## src/rtl/cnn1d_pkg.sv

```systemverilog
// Shared types and helpers for the cnn1d front-end blocks.
package cnn1d_pkg;

   typedef enum logic [2:0] {IDLE, STREAM, DRAIN, WAIT, REPORT} seq_state_t;

   // Samples needed so a valid-only conv feeds exactly pool_size outputs.
   function automatic int win_len(input int filter_size, input int pool_size);
      return pool_size + filter_size - 1;
   endfunction

endpackage

```

## src/rtl/cnn1d_skid_buffer.sv

```systemverilog
// Two-entry ready/valid skid buffer: 1-cycle latency, full throughput,
// upstream ready comes straight from a flop.
module cnn1d_skid_buffer #(
   parameter int DATA_WIDTH = 32
) (
   input  logic                  clk,
   input  logic                  rst,
   input  logic                  up_valid,
   output logic                  up_ready,
   input  logic [DATA_WIDTH-1:0] up_data,
   output logic                  dn_valid,
   input  logic                  dn_ready,
   output logic [DATA_WIDTH-1:0] dn_data,
   output logic                  empty
);

   logic                  skid_valid;
   logic [DATA_WIDTH-1:0] skid_data;
   logic                  up_fire;

   assign up_ready = !skid_valid;
   assign up_fire  = up_valid && up_ready;
   assign empty    = !dn_valid && !skid_valid;

   always_ff @(posedge clk) begin
      if (rst) begin
         dn_valid   <= 1'b0;
         dn_data    <= '0;
         skid_valid <= 1'b0;
         skid_data  <= '0;
      end else if (!dn_valid || dn_ready) begin
         // Output slot frees up: the parked sample goes first to keep order.
         if (skid_valid) begin
            dn_valid   <= 1'b1;
            dn_data    <= skid_data;
            skid_valid <= 1'b0;
         end else begin
            dn_valid <= up_fire;
            if (up_fire)
               dn_data <= up_data;
         end
      end else if (up_fire) begin
         skid_valid <= 1'b1;
         skid_data  <= up_data;
      end
   end

endmodule

```

## src/rtl/cnn1d_frame_sequencer.sv

```systemverilog
// Cuts the raw sample stream into WINDOW_LEN windows for cnn1d, then waits
// for the classification (or a timeout) and reports it with a frame ID.
module cnn1d_frame_sequencer
   import cnn1d_pkg::*;
#(
   parameter int DATA_WIDTH     = 32,
   parameter int FILTER_SIZE    = 5,
   parameter int POOL_SIZE      = 256,
   parameter int NUM_NEURONS    = 2,
   parameter int FRAME_ID_WIDTH = 8,
   parameter int TIMEOUT_CYCLES = 4096,
   localparam int CLASS_WIDTH   = ($clog2(NUM_NEURONS) > 1) ? $clog2(NUM_NEURONS) : 1
) (
   input  logic                      clk,
   input  logic                      rst,
   input  logic                      enable,
   input  logic                      smp_valid_in,
   output logic                      smp_ready_in,
   input  logic [DATA_WIDTH-1:0]     smp_data_in,
   output logic                      cnn_valid_in,
   input  logic                      cnn_ready_in,
   output logic [DATA_WIDTH-1:0]     cnn_data_in,
   input  logic                      cnn_result_valid,
   output logic                      cnn_ready_out,
   input  logic [CLASS_WIDTH-1:0]    cnn_condition,
   output logic                      res_valid,
   input  logic                      res_ready,
   output logic [CLASS_WIDTH-1:0]    res_class,
   output logic [FRAME_ID_WIDTH-1:0] res_frame_id,
   output logic                      res_timeout,
   output logic                      busy
);

   localparam int WINDOW_LEN = win_len(FILTER_SIZE, POOL_SIZE);
   localparam int IN_W       = $clog2(WINDOW_LEN + 1);
   localparam int TO_W       = $clog2(TIMEOUT_CYCLES);

   seq_state_t      state;
   logic [IN_W-1:0] in_cnt;
   logic [TO_W-1:0] to_cnt;
   logic            accept_q;
   logic            skid_up_ready;
   logic            skid_empty;
   logic            in_fire;

   // Both terms are flops, so upstream ready never sees cnn_ready_in.
   assign smp_ready_in = accept_q && skid_up_ready;
   assign in_fire      = smp_valid_in && smp_ready_in;
   assign busy         = (state != IDLE);

   cnn1d_skid_buffer #(
      .DATA_WIDTH(DATA_WIDTH)
   ) u_skid (
      .clk      (clk),
      .rst      (rst),
      .up_valid (smp_valid_in && accept_q),
      .up_ready (skid_up_ready),
      .up_data  (smp_data_in),
      .dn_valid (cnn_valid_in),
      .dn_ready (cnn_ready_in),
      .dn_data  (cnn_data_in),
      .empty    (skid_empty)
   );

   always_ff @(posedge clk) begin
      if (rst) begin
         state         <= IDLE;
         in_cnt        <= '0;
         to_cnt        <= '0;
         accept_q      <= 1'b0;
         cnn_ready_out <= 1'b0;
         res_valid     <= 1'b0;
         res_class     <= '0;
         res_frame_id  <= '0;
         res_timeout   <= 1'b0;
      end else begin
         case (state)
            IDLE: begin
               if (enable) begin
                  state    <= STREAM;
                  in_cnt   <= '0;
                  accept_q <= 1'b1;
               end
            end
            STREAM: begin
               if (in_fire) begin
                  in_cnt <= in_cnt + IN_W'(1);
                  if (in_cnt == IN_W'(WINDOW_LEN - 1)) begin
                     accept_q <= 1'b0;
                     state    <= DRAIN;
                  end
               end
            end
            DRAIN: begin
               if (skid_empty) begin
                  state         <= WAIT;
                  to_cnt        <= '0;
                  cnn_ready_out <= 1'b1;
               end
            end
            WAIT: begin
               to_cnt <= to_cnt + TO_W'(1);
               // A result arriving on the timeout cycle still wins.
               if (cnn_result_valid) begin
                  res_class     <= cnn_condition;
                  res_timeout   <= 1'b0;
                  res_valid     <= 1'b1;
                  cnn_ready_out <= 1'b0;
                  state         <= REPORT;
               end else if (to_cnt == TO_W'(TIMEOUT_CYCLES - 1)) begin
                  res_class     <= '0;
                  res_timeout   <= 1'b1;
                  res_valid     <= 1'b1;
                  cnn_ready_out <= 1'b0;
                  state         <= REPORT;
               end
            end
            REPORT: begin
               if (res_ready) begin
                  res_valid    <= 1'b0;
                  res_frame_id <= res_frame_id + FRAME_ID_WIDTH'(1);
                  if (enable) begin
                     state    <= STREAM;
                     in_cnt   <= '0;
                     accept_q <= 1'b1;
                  end else begin
                     state <= IDLE;
                  end
               end
            end
            default: state <= IDLE;
         endcase
      end
   end

endmodule

```

## config.mk

```make
export PLATFORM = sky130hd
export DESIGN_NAME = cnn1d_frame_sequencer
export DESIGN_NICKNAME = d
export VERILOG_FILES = /design/src/rtl/cnn1d_pkg.sv /design/src/rtl/cnn1d_skid_buffer.sv /design/src/rtl/cnn1d_frame_sequencer.sv
export SDC_FILE = /design/constraint.sdc
export NUM_CORES = 1
export LEC_CHECK = 0
export CORE_MARGIN = 10
export CORE_UTILIZATION = 51
export CTS_CLUSTER_SIZE = 28
export DETAILED_ROUTE_END_ITERATION = 10
export PLACE_DENSITY = 0.79
export SYNTH_ARGS = -nofsm -noshare
export SYNTH_HDL_FRONTEND = slang
export SYNTH_SLANG_ARGS = --single-unit
```

## constraint.sdc

```tcl
create_clock -name clk -period 2.1 [get_ports clk]
set_clock_uncertainty 0.05 [all_clocks]
set_input_delay 0.42 -clock clk [delete_from_list [all_inputs] [get_ports clk]]
set_output_delay 0.42 -clock clk [all_outputs]
set_load 0.03 [all_outputs]
```

# Word level (Yosys, flattened, before mapping)
# Index checks and enable logic that the tools add are counted.
totals:
  reg_bits: 103
  latch_bits: 0
  ram_bits: 0
  mem_bits_ro: 0
  input_bits: 40
  out_inout_bits: 47
  elab_cells: 88
  n_memories: 0
classes:
  n_addsub: 3
  multipliers: 0
  div: 0
  magnitude_cmp: 0
  eq_ne: 12
  shift: 0
  n_mux: 33
  bitwise_logic: 1
  reduce_logical: 26
ops:
  columns: ["cell", "count"]
  rows:
  - ["$mux 32", 2]
  - ["$mux 9", 3]
  - ["$pmux 9 s3", 1]
  - ["$pmux 12 s2", 1]
  - ["$mux 3", 7]
  - ["$pmux 3 s5", 1]
  - ["$mux 1", 14]
  - ["$add 12x1->12 const B", 1]
  - ["$eq 12x12->1 const B", 1]
  - ["$mux 12", 1]
  - ["$ne 2x2->1 const B", 5]
  - ["$reduce_and 2->1", 5]
  - ["$add 9x1->9 const B", 1]
  - ["$eq 9x9->1 const B", 1]
  - ["$reduce_and 3->1", 3]
  - ["$add 8x1->8 const B", 1]
  - ["$reduce_bool 2->1", 4]
  - ["$eq 3x2->1 const B", 2]
  - ["$reduce_and 6->1", 1]
  - ["$reduce_bool 3->1", 2]
  - ["$logic_and 1x1->1", 5]
  - ["$pmux 1 s2", 2]
  - ["$reduce_and 4->1", 1]
  - ["$eq 3x1->1 const B", 1]
  - ["other kinds (8)", 9]

# Logic depth before layout (Yosys ltp)
logic_depth:
  ltp_word: 5
  ltp_mapped: 7
  depth_no_buf: 5

# Hierarchy
# Synthesis repeated with hierarchy kept, for this count alone.
hier_totals:
  cells_unflattened: 522
  area_unflattened_um2: 4702.0
modules_own_cells:
  columns: ["mod", "instances", "cells_per_inst", "area_per_inst_um2", "seq_area_each_um2"]
  rows:
  - ["cnn1d_skid_buffer", 1, 299, 2825.2, 1321.3]
  - ["cnn1d_frame_sequencer", 1, 223, 1876.8, 740.7]

# Worst setup path before layout
# OpenSTA, ideal clock, no wires.
synth_path:
  path_kind: "register to register"
  startpoint: "register in_cnt[0]"
  endpoint: "register state[0]"
  setup_ns: 0.123
  t_arrival_ns: 1.575
  t_required_ns: 1.927
  path_slack_ns: 0.352
  stages_incl_launch_ff: 6
  n_path_buf: 0
  period_less_slack_ns: 1.748
  cell_sequence: "dfxtp_1 -> ha_1 -> or4bb_1 -> o31ai_1 -> o211ai_1 -> mux2i_1"
synth_between:
  elab_chain_len: 3
synth_lines:
  columns: ["element", "line", "text"]
  rows:
  - ["from (decl)", "cnn1d_frame_sequencer.sv:39", "logic [IN_W-1:0] in_cnt;"]
  - ["from (signal assigned)", "cnn1d_frame_sequencer.sv:87", "in_cnt <= in_cnt + IN_W'(1);"]
  - ["$eq 9x9->1", "cnn1d_frame_sequencer.sv:88", "if (in_cnt == IN_W'(WINDOW_LEN - 1)) begin"]
  - ["$ne 2x2->1 (no source line)", null, null]
  - ["$reduce_and 6->1 (no source line)", null, null]
  - ["to (signal assigned)", "cnn1d_frame_sequencer.sv:90", "state <= DRAIN;"]
  - ["to (signal assigned)", "cnn1d_frame_sequencer.sv:96", "state <= WAIT;"]
  - ["to (signal assigned)", "cnn1d_frame_sequencer.sv:109", "state <= REPORT;"]
  - ["to (decl)", "cnn1d_frame_sequencer.sv:38", "seq_state_t state;"]
# No other way between the ends.
# A chain may end at the register's enable or synchronous reset.

# Worst setup path in the final report
layout_path:
  startpoint: "register res_frame_id[2]"
  endpoint: "output res_frame_id[2]"
layout_lines:
  columns: ["element", "line", "text"]
  rows:
  - ["from (decl)", "cnn1d_frame_sequencer.sv:29", "output logic [FRAME_ID_WIDTH-1:0] res_frame_id,"]
  - ["from (signal assigned)", "cnn1d_frame_sequencer.sv:121", "res_frame_id <= res_frame_id + FRAME_ID_WIDTH'(1);"]
# No word-level cell between the ends.

==> impl_metrics.json <==
{
  "drive_gt1_share_pct": 8.50,
  "holdBufCountCts": 0,
  "dpl_worst_slack_ns": -0.153,
  "dieArea_mm2": 0.0128,
  "final.setup.worst_slack_ns": 0.134,
  "clock_latency_ns": 0.36,
  "antenna_cells": 0,
  "tightest_slew_ns": 0.590,
  "synth_nets": 549,
  "synth_area_mm2": 0.00443,
  "critPathMaxStageDelay_ns": 0.71,
  "crit_path_end_kind": "output port",
  "antenna_left": 0,
  "die_h_um": 113,
  "cts_made_buffers": 9,
  "grt_util_met1_pct": 20.6,
  "synth.distinct_cells": 52,
  "gp_congestion": 0.800,
  "grt_max_degree": 60,
  "crit_family": "buffers and inverters",
  "drv_cap": 0,
  "track_usage_pct": 17.3,
  "design_area_mm2": 0.00568,
  "async_flop_share_pct": 0,
  "start_kind": "flop",
  "rows": 33,
  "clock-sinks": 103,
  "cts_htree_levels": 3,
  "grt_antenna_before_repair": 0,
  "cp_max_fo": 5,
  "nNetsFinal": 626,
  "seqPwrFrac_pct": 45.8,
  "syn_avg_cell_area_um2": 8.75,
  "chipWidth_um": 113,
  "worstPathRequired_ns": 1.63,
  "hpwlAfterDp_um": 7900,
  "start_util_pct": 53.1,
  "path_class": "flop to output port",
  "holdCritPathClass": "flop to flop",
  "finalPower_mw": 4.97,
  "crit_path_cell_trace": "clkdlybuf4s50_1",
  "grt_pass1_wl_um": 18700,
  "syn_to_final_growth_pct": 28.2,
  "syn_inst": 506,
  "fmax_mhz": 509,
  "use_met2_pct": 29.7,
  "ctsResizeCount": 3,
  "ys_ff_latch": 103,
  "slew_headroom_pct": 60.7,
  "drtIter0Drc": 208,
  "rsz0062_at_grt": "no",
  "synth-edff-count": 0,
  "setup_tns_ns": 0,
  "register_area_mm2": 0.00206,
  "maxSlewViolCount": 0,
  "grt_pass1_vias": 3893,
  "path_buf_inv": 1,
  "n_fill_cell": 689,
  "drt-pass1-iter-count": 4,
  "ir_drop_mv": 0.501,
  "port_buffers": 86,
  "synth_seq_area_share_pct": 46.6,
  "p_leak_nw": 1.89,
  "post_drt_wl_per_cell_um": 16.0,
  "crit_arrival_ns": 1.50,
  "layout_min_cycle_time_ns": 1.97,
  "p_sw_share_pct": 34.4,
  "drc": 0,
  "synthFlopType": "dfxtp_1",
  "post-route-util_pct": 68.1,
  "ys_warn_count": 0,
  "fin_crit_sh_pct": 93.6,
  "cts_tree": "yes",
  "path_clk_slew_ns": 0.10,
  "switchingPower_mw": 1.71,
  "grtUsageMet3_pct": 5.23,
  "routed_wirelength_um": 11100,
  "placed_area_mm2": 0.00547,
  "power_density_mw_per_mm2": 875,
  "cts_buffer_depth": 2,
  "multiInputGateArea_mm2": 0.00222,
  "combPwrFrac_pct": 29.4,
  "viasPerCell": 5.66,
  "outcome": "finished clean",
  "root_buffer": "clkbuf_8",
  "io_pins": 87,
  "slowest_stage": "clkdlybuf4s50_1",
  "intPower_mw": 3.26,
  "core_mm2": 0.00834,
  "overflow": 0,
  "r2r_setup_slack_ns": 0.21,
  "hold_violations": 0,
  "setup_violations": 0,
  "busiest_layer": "met2",
  "vias": 3920,
  "postCtsSetupRepairBufs": 0,
  "clock_power_share_pct": 24.8
}
==> power groups by stage <==
stage	Clock [mW]	Combinational [mW]	Sequential [mW]
2_1_floorplan	0	0.662	2.51
3_3_place_gp	0	1.45	2.31
3_5_place_dp	0	1.48	2.32
4_1_cts	1.26	1.47	2.28
5_1_grt	1.35	1.59	2.30
6_report	1.23	1.46	2.28
==> logic make-up (layout without fill, tap and decap cells) <==
logic type | after synthesis | after routing | share of synthesized area (%)
DFF | 103 | 103 | 46.6
buffers and inverters | 41 | 123 | 3.76
adders and majority gates | 3 | 3 | 0.848
muxes | 36 | 36 | 8.14
AOI/OAI and AO/OA | 123 | 123 | 17.6
xor gates and xnor gates | 8 | 8 | 1.58
and+or+nand+nor | 192 | 192 | 21.5
==> sequential cells by signal, summed over array words and instances, names as in the netlist <==
register           count
state                  3
in_cnt                 9
u_skid.dn_data        32
cnn_ready_out          1
res_valid              1
res_frame_id           8
to_cnt                12
u_skid.skid_data      32
accept_q               1
u_skid.dn_valid        1
res_class              1
res_timeout            1
u_skid.skid_valid      1
==> final timing paths <==
check                           cells past startpoint                                end                              start
worst max-delay path                                1                    res_frame_id[2]       res_frame_id[2]$_SDFFE_PP0P_
worst min-delay path                                2  u_skid.skid_data[22]$_SDFFE_PP0P_  u_skid.skid_data[22]$_SDFFE_PP0P_
worst max register to register                      6             in_cnt[8]$_SDFFE_PP0P_              state[2]$_SDFFE_PP0P_
worst min register to register                      2  u_skid.skid_data[22]$_SDFFE_PP0P_  u_skid.skid_data[22]$_SDFFE_PP0P_
==> tightest hold or removal path, delay by kind of cell (launching register included) <==
kind,cells,cell delay (ns)
flops,1,0.32
simple gates,1,0.05
compound gates,1,0.05
==> layout by cell type (no fill, tap or decap), types with 6 or more instances in the layout <==
cell type	Yosys	layout
buf_4	0	13
nand3_1	9	9
nand4_1	7	7
clkdlybuf4s50_1	0	82
nor2_1	49	48
clkbuf_8	0	10
a211oi_1	35	35
or3_1	6	6
a21oi_1	54	53
o21ai_0	9	9
xor2_1	7	7
mux2i_1	36	36
nand2b_1	8	8
nand2_1	75	75
dfxtp_1	103	101
==> area by class of cell <==
class                      instances  area share [%]
clock buffer                      10            2.42
clock inverter                     6            1.08
inverter                           4           0.264
multi-input combinational        362            39.1
sequential                       103            36.4
tap                              105            2.31
timing repair buffer             103            18.5
==> cells in the mapped netlist, drive strengths merged, types with 3 or more instances <==
library cell    n  area (um2)
a211oi         35         263
a21oi          54         270
a31oi           3        18.8
and3            4        25.0
buf             6        35.0
clkbuf         31         116
dfxtp         103        2060
ha              3        37.5
inv             4        15.0
mux2i          36         360
nand2          75         282
nand2b          8        50.1
nand3           9        45.0
nand3b          3        35.0
nand4           7        43.8
nand4b          3        26.3
nor2           49         184
nor3            4        20.0
nor4b           3        26.3
o211ai          3        22.5
o21ai           9        45.0
o31ai           4        30.0
or3             6        37.5
or3b            3        26.3
or4             5        37.5
xor2            7        61.3
==> through the flow <==
stage	cells	hold slack, ns
after detailed placement	677	0.398
after global placement	677	0.391
after CTS	693	0.412
after global routing	693	0.429
final	693	0.411
after floorplan	506	0.386
==> per-layer routing <==
| layer | routed length [um] | vias to the layer above |
|---|---|---|
| li1 | - | 1960 |
| met1 | 4820 | 1897 |
| met2 | 5760 | 61 |
| met3 | 449 | 2 |
| met4 | 54 | 0 |
| met5 | 0 | - |
No activity file was read; power rests on OpenSTA's default activity.
